<file path="src/rtl/mdu_pkg.sv">
// mdu_pkg: function codes, sequencer states and op-kind encoding shared by the MDU files.
package mdu_pkg;
  localparam logic [5:0] F_MFHI  = 6'h10;
  localparam logic [5:0] F_MTHI  = 6'h11;
  localparam logic [5:0] F_MFLO  = 6'h12;
  localparam logic [5:0] F_MTLO  = 6'h13;
  localparam logic [5:0] F_MULT  = 6'h18;
  localparam logic [5:0] F_MULTU = 6'h19;
  localparam logic [5:0] F_DIV   = 6'h1A;
  localparam logic [5:0] F_DIVU  = 6'h1B;
  typedef enum logic [1:0] {S_IDLE, S_RUN, S_FIXUP} state_t;
  typedef struct packed {
    logic div;
    logic sgn;
  } op_t;
  // bit 1 separates DIV* from MULT*, bit 0 set means the unsigned variant
  function automatic op_t op_of(input logic [5:0] f);
    return '{div: f[1], sgn: !f[0]};
  endfunction
endpackage

</file>
<file path="src/rtl/mdu_sequencer_if.sv">
// mdu_sequencer_if: EX-stage instruction/operand inputs and stall/result outputs of the MDU.
interface mdu_sequencer_if #(parameter int NB_DATA = 32);
  logic               i_valid;
  logic               i_stall;
  logic [5:0]         i_func;
  logic [NB_DATA-1:0] i_reg_DA;
  logic [NB_DATA-1:0] i_reg_DB;
  logic               o_stall;
  logic               o_busy;
  logic [NB_DATA-1:0] o_result;
  logic               o_result_valid;
  modport master (output i_valid, i_stall, i_func, i_reg_DA, i_reg_DB,
                  input  o_stall, o_busy, o_result, o_result_valid);
  modport slave  (input  i_valid, i_stall, i_func, i_reg_DA, i_reg_DB,
                  output o_stall, o_busy, o_result, o_result_valid);
endinterface

</file>
<file path="src/rtl/mdu_iter_core.sv">
// mdu_iter_core: one shift-add multiply or restoring divide step per cycle over {acc, q}.
// The divide step exists only when MDU_DIV_EN is defined.
module mdu_iter_core
  import mdu_pkg::*;
#(parameter int NB_DATA = 32) (
  input  logic               clk,
  input  logic               i_rst_n,
  input  logic               start_i,
  input  logic               run_i,
`ifdef MDU_DIV_EN
  input  logic               div_i,
  output logic               zero_o,
`endif
  input  logic [NB_DATA-1:0] a_i,
  input  logic [NB_DATA-1:0] b_i,
  output logic [NB_DATA-1:0] acc_o,
  output logic [NB_DATA-1:0] q_o,
  output logic               last_o
);
  localparam int NB_CNT = $clog2(NB_DATA);
  logic [NB_DATA-1:0] acc_q, acc_d, q_q, q_d, b_q;
  logic [NB_CNT-1:0]  cnt_q;
  logic [NB_DATA:0]   sum;
`ifdef MDU_DIV_EN
  logic [NB_DATA:0]   shl;
  logic               ge;
`endif
  always_comb begin
    sum = {1'b0, acc_q} + (q_q[0] ? {1'b0, b_q} : '0);
`ifdef MDU_DIV_EN
    shl = {acc_q, q_q[NB_DATA-1]};
    ge = shl >= {1'b0, b_q};
    acc_d = div_i ? (ge ? shl[NB_DATA-1:0] - b_q : shl[NB_DATA-1:0]) : sum[NB_DATA:1];
    q_d = div_i ? {q_q[NB_DATA-2:0], ge} : {sum[0], q_q[NB_DATA-1:1]};
`else
    acc_d = sum[NB_DATA:1];
    q_d = {sum[0], q_q[NB_DATA-1:1]};
`endif
  end
  always_ff @(posedge clk or negedge i_rst_n)
    if (!i_rst_n) begin
      acc_q <= '0;
      q_q <= '0;
      b_q <= '0;
      cnt_q <= '0;
    end else if (start_i) begin
      acc_q <= '0;
      q_q <= a_i;
      b_q <= b_i;
      cnt_q <= NB_CNT'(NB_DATA - 1);
    end else if (run_i) begin
      acc_q <= acc_d;
      q_q <= q_d;
      cnt_q <= cnt_q - NB_CNT'(1);
    end
  assign acc_o = acc_q;
  assign q_o = q_q;
  assign last_o = cnt_q == '0;
`ifdef MDU_DIV_EN
  assign zero_o = b_q == '0;
`endif
endmodule

</file>
<file path="src/rtl/mdu_sequencer.sv">
// mdu_sequencer: HI/LO owner and background multiply/divide sequencer for the MIPS EX stage.
// Define MDU_DIV_EN to include DIV/DIVU; otherwise those codes are ignored.
module mdu_sequencer
  import mdu_pkg::*;
#(parameter int NB_DATA = 32) (
  input  logic           clk,
  input  logic           i_rst_n,
  mdu_sequencer_if.slave bus
);
  state_t             state_q, state_d;
  op_t                op_i;
  logic               md, rec, busy, accept, start, last, neg, sa_i, sb_i, sa_q, sb_q;
  logic [NB_DATA-1:0] hi_q, hi_d, lo_q, lo_d, a_mag, b_mag, acc, quo;
  logic [2*NB_DATA-1:0] prod;
`ifdef MDU_DIV_EN
  logic               div_q, zero;
`endif
  always_comb begin
    op_i = op_of(bus.i_func);
`ifdef MDU_DIV_EN
    md = bus.i_func[5:2] == 4'b0110;
`else
    md = bus.i_func[5:2] == 4'b0110 && !op_i.div;
`endif
    rec = md || bus.i_func[5:2] == 4'b0100;
    busy = state_q != S_IDLE;
    accept = bus.i_valid && rec && !bus.i_stall && !busy;
    start = accept && md;
    sa_i = op_i.sgn && bus.i_reg_DA[NB_DATA-1];
    sb_i = op_i.sgn && bus.i_reg_DB[NB_DATA-1];
    a_mag = sa_i ? -bus.i_reg_DA : bus.i_reg_DA;
    b_mag = sb_i ? -bus.i_reg_DB : bus.i_reg_DB;
  end
  always_ff @(posedge clk or negedge i_rst_n)
    if (!i_rst_n) state_q <= S_IDLE;
    else state_q <= state_d;
  always_comb
    state_d = state_q == S_IDLE ? (start ? S_RUN : S_IDLE) :
              state_q == S_RUN  ? (last ? S_FIXUP : S_RUN) : S_IDLE;
  always_comb begin
    bus.o_busy = busy;
    bus.o_stall = bus.i_valid && rec && busy;
    bus.o_result = bus.i_func == F_MFHI ? hi_q : lo_q;
    bus.o_result_valid = accept && (bus.i_func == F_MFHI || bus.i_func == F_MFLO);
  end
  // FIXUP turns the magnitude result back into the signed one
  always_comb begin
    neg = sa_q ^ sb_q;
    prod = neg ? -{acc, quo} : {acc, quo};
    hi_d = accept && bus.i_func == F_MTHI ? bus.i_reg_DA : hi_q;
    lo_d = accept && bus.i_func == F_MTLO ? bus.i_reg_DA : lo_q;
    if (state_q == S_FIXUP) {hi_d, lo_d} = prod;
`ifdef MDU_DIV_EN
    if (state_q == S_FIXUP && div_q) begin
      lo_d = zero ? '1 : neg ? -quo : quo;
      hi_d = sa_q ? -acc : acc;
    end
`endif
  end
  always_ff @(posedge clk or negedge i_rst_n)
    if (!i_rst_n) begin
      hi_q <= '0;
      lo_q <= '0;
      sa_q <= 1'b0;
      sb_q <= 1'b0;
`ifdef MDU_DIV_EN
      div_q <= 1'b0;
`endif
    end else begin
      hi_q <= hi_d;
      lo_q <= lo_d;
      if (start) begin
        sa_q <= sa_i;
        sb_q <= sb_i;
`ifdef MDU_DIV_EN
        div_q <= op_i.div;
`endif
      end
    end
  mdu_iter_core #(.NB_DATA(NB_DATA)) u_core (
    .clk     (clk),
    .i_rst_n (i_rst_n),
    .start_i (start),
    .run_i   (state_q == S_RUN),
`ifdef MDU_DIV_EN
    .div_i   (div_q),
    .zero_o  (zero),
`endif
    .a_i     (a_mag),
    .b_i     (b_mag),
    .acc_o   (acc),
    .q_o     (quo),
    .last_o  (last)
  );
endmodule

</file>
<file path="src/flat_wrapper.sv">
// flat-port wrapper written by rule: the top's interface ports become plain ports
module mdu_sequencer_flat import mdu_pkg::*;
#(parameter int NB_DATA = 32)
  (clk, i_rst_n, bus_i_valid, bus_i_stall, bus_i_func, bus_i_reg_DA, bus_i_reg_DB, bus_o_stall, bus_o_busy, bus_o_result, bus_o_result_valid);
  mdu_sequencer_if #(.NB_DATA(NB_DATA)) bus_i ();
  input  logic clk;
  input  logic i_rst_n;
  input wire logic [$bits(bus_i.i_valid)-1:0] bus_i_valid;
  input wire logic [$bits(bus_i.i_stall)-1:0] bus_i_stall;
  input wire logic [$bits(bus_i.i_func)-1:0] bus_i_func;
  input wire logic [$bits(bus_i.i_reg_DA)-1:0] bus_i_reg_DA;
  input wire logic [$bits(bus_i.i_reg_DB)-1:0] bus_i_reg_DB;
  output wire logic [$bits(bus_i.o_stall)-1:0] bus_o_stall;
  output wire logic [$bits(bus_i.o_busy)-1:0] bus_o_busy;
  output wire logic [$bits(bus_i.o_result)-1:0] bus_o_result;
  output wire logic [$bits(bus_i.o_result_valid)-1:0] bus_o_result_valid;
  assign bus_i.i_valid = bus_i_valid;
  assign bus_i.i_stall = bus_i_stall;
  assign bus_i.i_func = bus_i_func;
  assign bus_i.i_reg_DA = bus_i_reg_DA;
  assign bus_i.i_reg_DB = bus_i_reg_DB;
  assign bus_o_stall = bus_i.o_stall;
  assign bus_o_busy = bus_i.o_busy;
  assign bus_o_result = bus_i.o_result;
  assign bus_o_result_valid = bus_i.o_result_valid;
  mdu_sequencer #(.NB_DATA(NB_DATA)) u_core (.clk(clk), .i_rst_n(i_rst_n), .bus(bus_i));
endmodule
</file>
<file path="config.mk">
export PLATFORM = sky130hd
export DESIGN_NAME = mdu_sequencer_flat
export DESIGN_NICKNAME = d
export VERILOG_FILES = /design/src/rtl/mdu_pkg.sv /design/src/rtl/mdu_sequencer_if.sv /design/src/rtl/mdu_iter_core.sv /design/src/rtl/mdu_sequencer.sv /design/src/flat_wrapper.sv
export SDC_FILE = /design/constraint.sdc
export NUM_CORES = 1
export LEC_CHECK = 0
export CAP_MARGIN = 15
export CELL_PAD_IN_SITES_DETAIL_PLACEMENT = 0
export CELL_PAD_IN_SITES_GLOBAL_PLACEMENT = 1
export CORE_MARGIN = 3
export CORE_UTILIZATION = 41
export CTS_CLUSTER_SIZE = 28
export DETAILED_ROUTE_END_ITERATION = 10
export PLACE_DENSITY = 0.8
export SYNTH_ARGS = -nofsm -noshare
export SYNTH_HDL_FRONTEND = slang
export SYNTH_HIERARCHICAL = 1
export SYNTH_SLANG_ARGS = --single-unit
export TNS_END_PERCENT = 5
</file>
<file path="constraint.sdc">
create_clock -name clk -period 2.95 [get_ports clk]
set_input_delay 0.295 -clock clk [delete_from_list [all_inputs] [get_ports clk]]
set_output_delay 0.295 -clock clk [all_outputs]
set_load 0.02 [all_outputs]
</file>
# Yosys cells after proc, flatten, opt, wreduce, memory -nomap -nowiden
# Index checks and enable logic that the tools add are counted.
totals:
  ff_bits: 169
  latchBits: 0
  mem_bits_rw: 0
  mem_bits_ro: 0
  input_bits: 74
  out_inout_bits: 35
  wordCells: 65
  memories: 0
classes:
  addsub: 5
  multipliers: 0
  n_div: 0
  magnitude_cmp: 0
  eq_ne: 8
  n_shift: 0
  n_mux: 19
  bitwise_logic: 1
  reduce_logical: 23
ops:
  columns: ["cell", "n"]
  rows:
  - ["$mux W32", 12]
  - ["$mux W64", 1]
  - ["$neg A32 Y32", 2]
  - ["$neg A64 Y64", 1]
  - ["$add A32 B33 Y33", 1]
  - ["$eq A6 B5 Y1 const B", 4]
  - ["$logic_and A1 B1 Y1", 11]
  - ["$mux W5", 2]
  - ["$eq A4 B3 Y1 const B", 2]
  - ["$reduce_bool A2 Y1", 4]
  - ["$mux W2", 3]
  - ["$logic_not A5 Y1", 1]
  - ["$sub A5 B1 Y5 const B", 1]
  - ["$logic_not A1 Y1", 4]
  - ["$eq A2 B1 Y1 const B", 1]
  - ["$eq A2 B2 Y1 const B", 1]
  - ["$logic_not A2 Y1", 1]
  - ["$logic_or A1 B1 Y1", 2]
  - ["$mux W1", 1]
  - ["$xor A1 B1 Y1", 1]

# Depth between registers and ports, before layout
# Gate-level depths: netlist of the first run.
depth:
  word_depth: 9
  mapped_depth: 12
  ltp_nobuf: 11

# Cells and area by module
# The synthesis of the first run kept the hierarchy.
modules_own_cells:
  columns: ["mod", "n_inst", "cells_each", "area_each_um2"]
  rows:
  - ["mdu_iter_core", 1, 686, 6437.4]
  - ["mdu_sequencer", 1, 746, 6168.4]

# Least setup slack after synthesis of the first run
# Ideal clock, no wire load.
synth_timing:
  kind: "register -> register"
  from: "register u_core.state_q[0]"
  to: "register u_core.u_core.acc_q[30] (netlist: u_core/u_core/acc_o[30])"
  setup_ns: 0.134
  arrival_time_ns: 2.784
  path_slack_ns: 0.032
  path_stages_with_launch: 9
  n_path_buf: 3
  cell_sequence: "dfrtp_1 > nor2_1 > inv_1 > or3_1 > nor3b_1 > clkbuf_1 > clkbuf_1 > clkbuf_1 > o22ai_1"
synth_via:
  elab_chain_len: 5
  word_cells_on_any_way: 7
synth_lines:
  columns: ["item", "line", "text"]
  rows:
  - ["start: declaration", "mdu_sequencer.sv:10", "state_t state_q, state_d;"]
  - ["start signal: assignment", "mdu_sequencer.sv:36", "else state_q <= state_d;"]
  - ["$reduce_bool A2 Y1 *", "mdu_sequencer.sv:26", "busy = state_q != S_IDLE;"]
  - ["via bus_o_busy", "flat_wrapper.sv:14", "output wire logic [$bits(bus_i.o_busy)-1:0] bus_o_busy;"]
  - ["$logic_not A1 Y1 *", "mdu_sequencer.sv:27", "accept = bus.i_valid && rec && !bus.i_stall && !busy;"]
  - ["$logic_and A1 B1 Y1 *", "mdu_sequencer.sv:27", null]
  - ["$logic_and A1 B1 Y1 *", "mdu_sequencer.sv:28", "start = accept && md;"]
  - ["via u_core.start", "mdu_sequencer.sv:12", "logic md, rec, busy, accept, start, last, neg, sa_i, sb_i, sa_q, sb_q;"]
  - ["$mux W32 / $reduce_bool A2 Y1 (equally long branches)", null, null]
  - ["end signal: assignment", "mdu_iter_core.sv:42", "acc_q <= '0;"]
  - ["end signal: assignment", "mdu_iter_core.sv:47", "acc_q <= '0;"]
  - ["end signal: assignment", "mdu_iter_core.sv:52", "acc_q <= acc_d;"]
  - ["end: declaration", "mdu_iter_core.sv:21", "logic [NB_DATA-1:0] acc_q, acc_d, q_q, q_d, b_q;"]
# Mark *: on every way through the listed nets, which the timed path passes. The rest lies on a longest branch.
# A chain may end at the register's enable or synchronous reset.

# Worst setup path in the final report of the first run
layout_timing:
  from: "register u_core.u_core.q_q[0] (netlist: u_core/u_core/q_o[0])"
  to: "register u_core.u_core.acc_q[29] (netlist: u_core/u_core/acc_o[29])"
layout_via:
  elab_chain_len: 4
layout_lines:
  columns: ["item", "line", "text"]
  rows:
  - ["start: declaration", "mdu_iter_core.sv:21", null]
  - ["start signal: assignment", "mdu_iter_core.sv:48", "q_q <= a_i;"]
  - ["start signal: assignment", "mdu_iter_core.sv:53", "q_q <= q_d;"]
  - ["$mux W32", "mdu_iter_core.sv:29", "sum = {1'b0, acc_q} + (q_q[0] ? {1'b0, b_q} : '0);"]
  - ["$add A32 B33 Y33", "mdu_iter_core.sv:29", null]
  - ["$mux W32", "mdu_iter_core.sv:51", "end else if (run_i) begin"]
  - ["$mux W32", "mdu_iter_core.sv:46", "end else if (start_i) begin"]
# No other way between the ends. The select of a mux whose other input is x is not followed.

==> flow_metrics.py, run 1 <==
metrics = {
    "worst_setup_path": {
        "r2r_start": "u_core/u_core/q_o[0]",
        "cp_slowest_cell": "or4_4",
        "crit_fanout": 19,
        "path_class": "flip-flop to flip-flop",
        "worst_setup_path_end_kind": "flip-flop",
        "cp_data_required_time_ns": 3.27,
        "r2r_slack_ns": 0.08,
        "cp-start-kind": "flip-flop",
        "critical_path.cell_chain": "buf_12, and2_1, ha_4, nand4_1, or4_4, a211oi_2, nor3_1, buf_4, a31oi_4, a221oi_1, a211o_1",
        "arrival_ns": 3.19,
        "reg2reg_depth": 11,
        "slowest_delay_ns": 0.51,
        "r2r_end": "u_core/u_core/acc_o[29]",
    },
    "finish": {
        "drive_gt1_share_pct": 18.84,
        "final_cell_mix": "169 x dfrtp_1, 148 x buf_4, 124 x o21ai_0, 114 x nand2_1, 105 x clkdlybuf4s50_1",
        "nets": 1744,
        "stdcell_area_um2": 15910,
        "final_common_cell": "dfrtp_1",
        "antennaDiodeCount": 0,
        "area_growth_pct": 26.17,
    },
    "floorplan": {
        "die_h_um": 181.3,
        "start_util_pct": 42.08,
        "core_area_um2": 29950,
        "die_x_um": 181.3,
        "io_pins": 109,
        "die-area_um2": 32890,
        "rows": 63,
    },
    "status": {
        "status": "finished clean",
    },
    "placement": {
        "place_area_um2": 15150,
        "io_buffers": 108,
        "hpwl_um": 31390,
        "gp_congestion": 0.9630,
    },
    "yosys": {
        "seq_area_frac_synth_pct": 33.55,
        "synth_ff_type": "dfrtp_1",
        "netlist_area_um2": 12610,
        "synthTopCellsByArea": "dfrtp_1 34%, mux2_2 5.9%, o21ai_0 5.0%, xnor2_1 4.2%, ha_1 3.7%",
        "synth_seq_cells": 169,
        "syn-num-nets": 1544,
        "yosys.area.top_type_share_pct": 33.55,
        "yosys.area.top_type": "dfrtp_1",
        "synth_warnings": 6,
        "postSynthAreaPerCell_um2": 8.803,
        "synth_cells": 1432,
        "ys_types": 81,
        "synth-async-reset-ratio_pct": 100.0,
        "synth_edf_count": 0,
    },
    "route": {
        "final_antenna_net_count": 0,
        "wirelength_um": 41730,
        "detail_route.first_pass.iterations": 6,
        "via_per_inst": 5.960,
        "first_iter_violations": 1104,
        "wire_per_inst_um": 20.50,
        "vias": 12129,
        "drc": 0,
    },
    "sta": {
        "min_period_ns": 2.869,
        "fin_skew_ns": 0.02464,
        "rsz0062_at_grt": "true",
        "relSlewSlack_pct": 56.45,
        "slew_viol_final": 0,
        "setup_tns_ns": 0,
        "worstMarginPinSlew_ns": 0.6477,
        "hold_viol_final": 0,
        "fin_crit_sh_pct": 97.26,
        "fmax_mhz": 348.5,
        "setup_viol": 0,
    },
    "pwr": {
        "p_leak_nw": 6.488,
        "ir_drop_uv": 471.7,
        "power.density_nw_per_um2": 708.4,
        "total_power_mw": 11.27,
    },
    "clocking": {
        "numCtsBuffers": 17,
        "cts_tree": "done",
        "cts_root_buf": "clkbuf_16",
        "clkLatencyLatePin_ns": 0.45,
        "clkSinkCount": 169,
        "clk_pin_slew_worst_paths_ns": 0.08,
        "postCtsSetupBuffers": 0,
        "cts_max_path_buffers": 2,
        "htreeDepth": 4,
    },
    "grt": {
        "antenna_found_initial": 0,
        "grt_max_degree": 76,
        "grtUsageTotal_pct": 24.79,
        "grt_pass1_vias": 11590,
        "grt_overflow": 0,
        "grt_pass1_wl_um": 65430,
    },
    "flow_run": {
        "drv_cap": 0,
    },
    "hold_path": {
        "hp-class": "input port to async pin",
    },
}
-- per-stage QoR --
| step | utilization, % | worst slack, ns | cells | hold WS, ns |
|---|---|---|---|---|
| 4_1_cts | 52.64 | 0.002109 | 2035 | 0.4161 |
| 5_1_grt | 53.10 | -0.08882 | 2035 | 0.4268 |
| 6_report | 53.10 | 0.08073 | 2035 | 0.3872 |
| 3_3_place_gp | 50.58 | -0.08785 | 2002 | 0.3194 |
| 3_5_place_dp | 50.58 | -0.09255 | 2002 | 0.3187 |
| 2_1_floorplan | - | 0.03171 | 1432 | -0.0005911 |
-- worst max-delay path, delay by kind of cell (launching register included) --
family / cells / cell delay [ns]
AND/OR/NAND/NOR: 4 / 0.90
AO/OA/AOI/OAI: 4 / 0.79
flip-flops: 1 / 0.43
buffers and inverters: 2 / 0.31
adder cells (fa/ha/maj): 1 / 0.30
-- power breakdown --
part | total, mW | internal (mW) | switching (mW)
clock network | 2.26 | 1.15 | 1.11
logic | 5.13 | 2.38 | 2.75
registers | 3.87 | 2.94 | 0.934
total | 11.3 | 6.48 | 4.79
-- final cells by class --
cell class	instances	area [um2]
flip-flops and latches	169	4229
fillers	2808	14050
inverters	28	105.1
multi-input cells	1150	8098
clock buffers	18	439.2
well taps	390	488.0
repair buffers	266	2396
clock inverters	14	150.1
-- layer usage --
layer	track usage [%]	vias up	part of all wire, %
met1	34.83	5869	45
li1	-	5761	-
met5	0	-	0
met4	5.241	0	1.7
met3	3.463	46	6.5
met2	40.89	453	47
-- synth_stat cells, types with 6 or more instances --
cell and count:
a22oi_1 34, inv_1 28, nor2b_1 14, nand3_1 20, o31ai_1 21, a31oi_1 16, mux2_2 66, clkbuf_1 66
o21a_1 11, a41oi_1 9, nand2b_1 17, nand3b_1 10, a221oi_1 6, nand4b_1 6, xnor2_1 61, a211oi_1 15
nor3_1 51, nand2_1 114, nand4_1 16, ha_1 37, a311oi_1 7, nor4_1 25, or2_2 6, a21oi_1 71
xor2_1 46, dfrtp_1 169, o21ai_0 125, o311ai_0 6, buf_2 7, a21o_1 25, nor2_1 106, o211ai_1 10
a222oi_1 26, mux2i_1 44, o41ai_1 8, and2_1 36, or3_1 12
-- cells by family (layout without fill, tap and decap cells) --
family | after synthesis | after routing | synth area share (%)
AND/OR/NAND/NOR | 475 | 475 | 19.71
AO/OA/AOI/OAI | 420 | 420 | 22.34
flip-flops | 169 | 169 | 33.55
buffers and inverters | 113 | 326 | 3.742
multiplexers | 110 | 110 | 9.390
XOR/XNOR | 107 | 107 | 7.434
adder cells (fa/ha/maj) | 38 | 38 | 3.831
-- flip-flops by register name (all words and copies together), names as in the netlist --
register and cells:
u_core/hi_q 32, u_core/lo_q 32, u_core/sa_q 1, u_core/sb_q 1, u_core/state_q 2, u_core/u_core/acc_o 32
u_core/u_core/b_q 32, u_core/u_core/cnt_q 5, u_core/u_core/q_o 32
-- worst max path at each step --
stage	from	to	slack, ns
2_1_floorplan	u_core/state_q[0]	u_core/u_core/acc_o[30]	0.03
3_3_place_gp	bus_i_func[1]	bus_o_result[31]	-0.09
3_5_place_dp	bus_i_func[1]	bus_o_result[31]	-0.09
4_1_cts	u_core/u_core/q_o[0]	u_core/u_core/acc_o[29]	0.002
5_1_grt	u_core/u_core/q_o[0]	u_core/u_core/acc_o[28]	-0.09
6_report	u_core/u_core/q_o[0]	u_core/u_core/acc_o[29]	0.08
-- what timing repair did --
item	CTS	global route
endpoints found under the hold margin	55	0
gates resized for setup	3	22
setup endpoints to repair	34	27
pin swaps	0	3
hold buffers	1	0
Note: power is estimated with default switching activity, not from simulation.
==> inputs of run 2 (changes only) <==
- GPL_ROUTABILITY_DRIVEN: unset -> 0
- GPL_TIMING_DRIVEN: unset -> 0
==> run 2 against run 1 <==
  * The flow now finishes with violations (negative setup slack)
  * Clock power hardly changed
  * Non-clock buffer count is 59 lower
  * Sequential share of layout area is 1.2 points higher
  * Sequential power is 6.5% higher
  * Critical path type unchanged
  * Clock skew is 0.011 ns lower
  * Worst hold slack worse by 0.037 ns
  * Critical endpoint is now u_core/u_core/acc_o[23]
  * Wire length is 7.4% higher
  * Global-route usage is 1.6 points higher
==> flow_metrics.py, run 2 (synthesis results as in run 1) <==
metrics = {
    "route": {
        "detail_route.first_pass.iterations": 7,
        "wl_met3_um": 3548,
        "wl_met2_um": 20830,
        "wire_per_inst_um": 22.67,
        "first_iter_violations": 1390,
        "drt-met1-wl_um": 18830,
        "wirelength_um": 44800,
        "vias": 12303,
        "top_layer_used": "met4",
        "drc": 0,
        "via_per_inst": 6.226,
        "final_antenna_net_count": 0,
    },
    "worst_setup_path": {
        "path_class": "flip-flop to flip-flop",
        "cp-start-kind": "flip-flop",
        "worst_setup_path_end_kind": "flip-flop",
        "crit_fanout": 10,
        "arrival_ns": 3.35,
        "cp_data_required_time_ns": 3.28,
    },
    "grt": {
        "grtUsageTotal_pct": 26.38,
        "antenna_found_initial": 1,
        "grt_overflow": 0,
        "grt_pass1_vias": 11958,
        "grt_pass1_wl_um": 68410,
        "grt_max_degree": 117,
    },
    "pwr": {
        "total_power_mw": 10.84,
        "p_leak_nw": 5.981,
        "ir_drop_uv": 467.6,
        "power.density_nw_per_um2": 712.0,
    },
    "floorplan": {
        "io_pins": 109,
        "die_h_um": 181.3,
        "rows": 63,
        "start_util_pct": 42.08,
        "core_area_um2": 29950,
        "die-area_um2": 32890,
        "die_x_um": 181.3,
    },
    "clocking": {
        "cts_tree": "done",
        "numCtsBuffers": 17,
        "htreeDepth": 4,
        "cts_root_buf": "clkbuf_16",
        "clk_pin_slew_worst_paths_ns": 0.07,
        "clkSinkCount": 169,
        "clkLatencyLatePin_ns": 0.44,
        "cts_max_path_buffers": 2,
    },
    "sta": {
        "whs_ns": 0.3501,
        "relSlewSlack_pct": 35.41,
        "setup_tns_ns": -0.1402,
        "setup_viol": 4,
        "rsz0062_at_grt": "true",
        "worstMarginPinSlew_ns": 0.9615,
        "hold_viol_final": 0,
        "fmax_mhz": 331.6,
        "fin_crit_sh_pct": 102.2,
        "min_period_ns": 3.016,
        "fin_skew_ns": 0.01361,
        "slew_viol_final": 0,
        "fin_ws_ns": -0.06588,
    },
    "finish": {
        "stdcell_area_um2": 15220,
        "nets": 1685,
        "final_cells": 1976,
        "fill_cells": 2901,
        "final_util_pct": 50.83,
        "final_cell_mix": "168 x dfrtp_1, 123 x o21ai_0, 113 x nand2_1, 104 x clkdlybuf4s50_1, 103 x nor2_1",
        "drive_gt1_share_pct": 13.24,
        "area_growth_pct": 20.77,
        "antennaDiodeCount": 0,
        "final_common_cell": "dfrtp_1",
    },
    "flow_run": {
        "drv_cap": 0,
    },
    "status": {
        "status": "complete, but fails checks",
        "violations": "negative setup slack",
    },
    "placement": {
        "place_area_um2": 14210,
        "hpwl_um": 33590,
        "post-place-cells": 1931,
        "place_ws_ns": -1.323,
        "io_buffers": 106,
    },
    "hold_path": {
        "hp-class": "input port to async pin",
    },
}
run 2: cell types whose count changed in the layout (fill, tap and decap cells not counted), moves of 5 or more:
cell / before / now
buf_12: 10 / 0
buf_2: 0 / 6
buf_4: 148 / 20
buf_6: 1 / 6
clkbuf_1: 0 / 53
clkbuf_2: 0 / 7
clkbuf_4: 0 / 5
nor3_1: 51 / 45
nor3_2: 1 / 6
run 2: what timing repair did:
item / 4_1_cts / 5_1_grt
hold endpoints to repair: 53 / 0
hold buffers: 1 / 0
endpoints found under the setup margin: 166 / 137
gates resized for setup: 51 / 37
pin swaps: 6 / 11
buffers inserted: 8 / 5
run 2: final timing paths:
check,start,slack [ns],cells after the start,end
max,u_core/u_core/q_o[0],-0.07,12,u_core/u_core/acc_o[23]
min,i_rst_n,0.35,2,u_core/u_core/q_o[7]
max reg2reg,u_core/u_core/q_o[0],-0.07,12,u_core/u_core/acc_o[23]
min reg2reg,u_core/u_core/b_q[15],0.50,1,u_core/u_core/b_q[15]
max in group asynchronous,i_rst_n,1.62,3,u_core/hi_q[1]
min in group clk,bus_i_reg_DA[3],0.40,3,u_core/hi_q[3]
run 2: layout make-up:
type	count	area, um2	area share (%)
multi-input combinational	1150	8195	53.83
buffer	84	412.9	2.712
clock buffer	21	460.4	3.024
clock inverter	11	112.6	0.7396
tap	390	488.0	3.205
sequential	169	4230	27.79
inverter	28	105.1	0.6903
timing repair buffer	123	1220	8.013
run 2: critical path, cell delays in order, from the launching register on:
cell      delay, ns
dfrtp_2        0.44
buf_4          0.20
and2_1         0.20
ha_1           0.20
inv_1          0.06
fa_1           0.42
nor2b_4        0.18
o31ai_4        0.11
a21o_1         0.22
a211oi_4       0.32
o22a_2         0.24
nor4_1         0.05
a221o_1        0.27
run 2: report_power, final:
| part | internal [mW] | switching [mW] | total (mW) | leakage, nW |
|---|---|---|---|---|
| clock | 1.22 | 1.03 | 2.25 | 0.267 |
| combinational | 1.97 | 2.50 | 4.47 | 3.78 |
| sequential | 2.94 | 1.18 | 4.12 | 1.93 |
run 2: routing by layer:
metal  track usage [%]  vias up
met3             3.926      111
met5                 0        -
li1                  -     5645
met4             11.18        0
met2             43.17      638
met1             34.88     5909
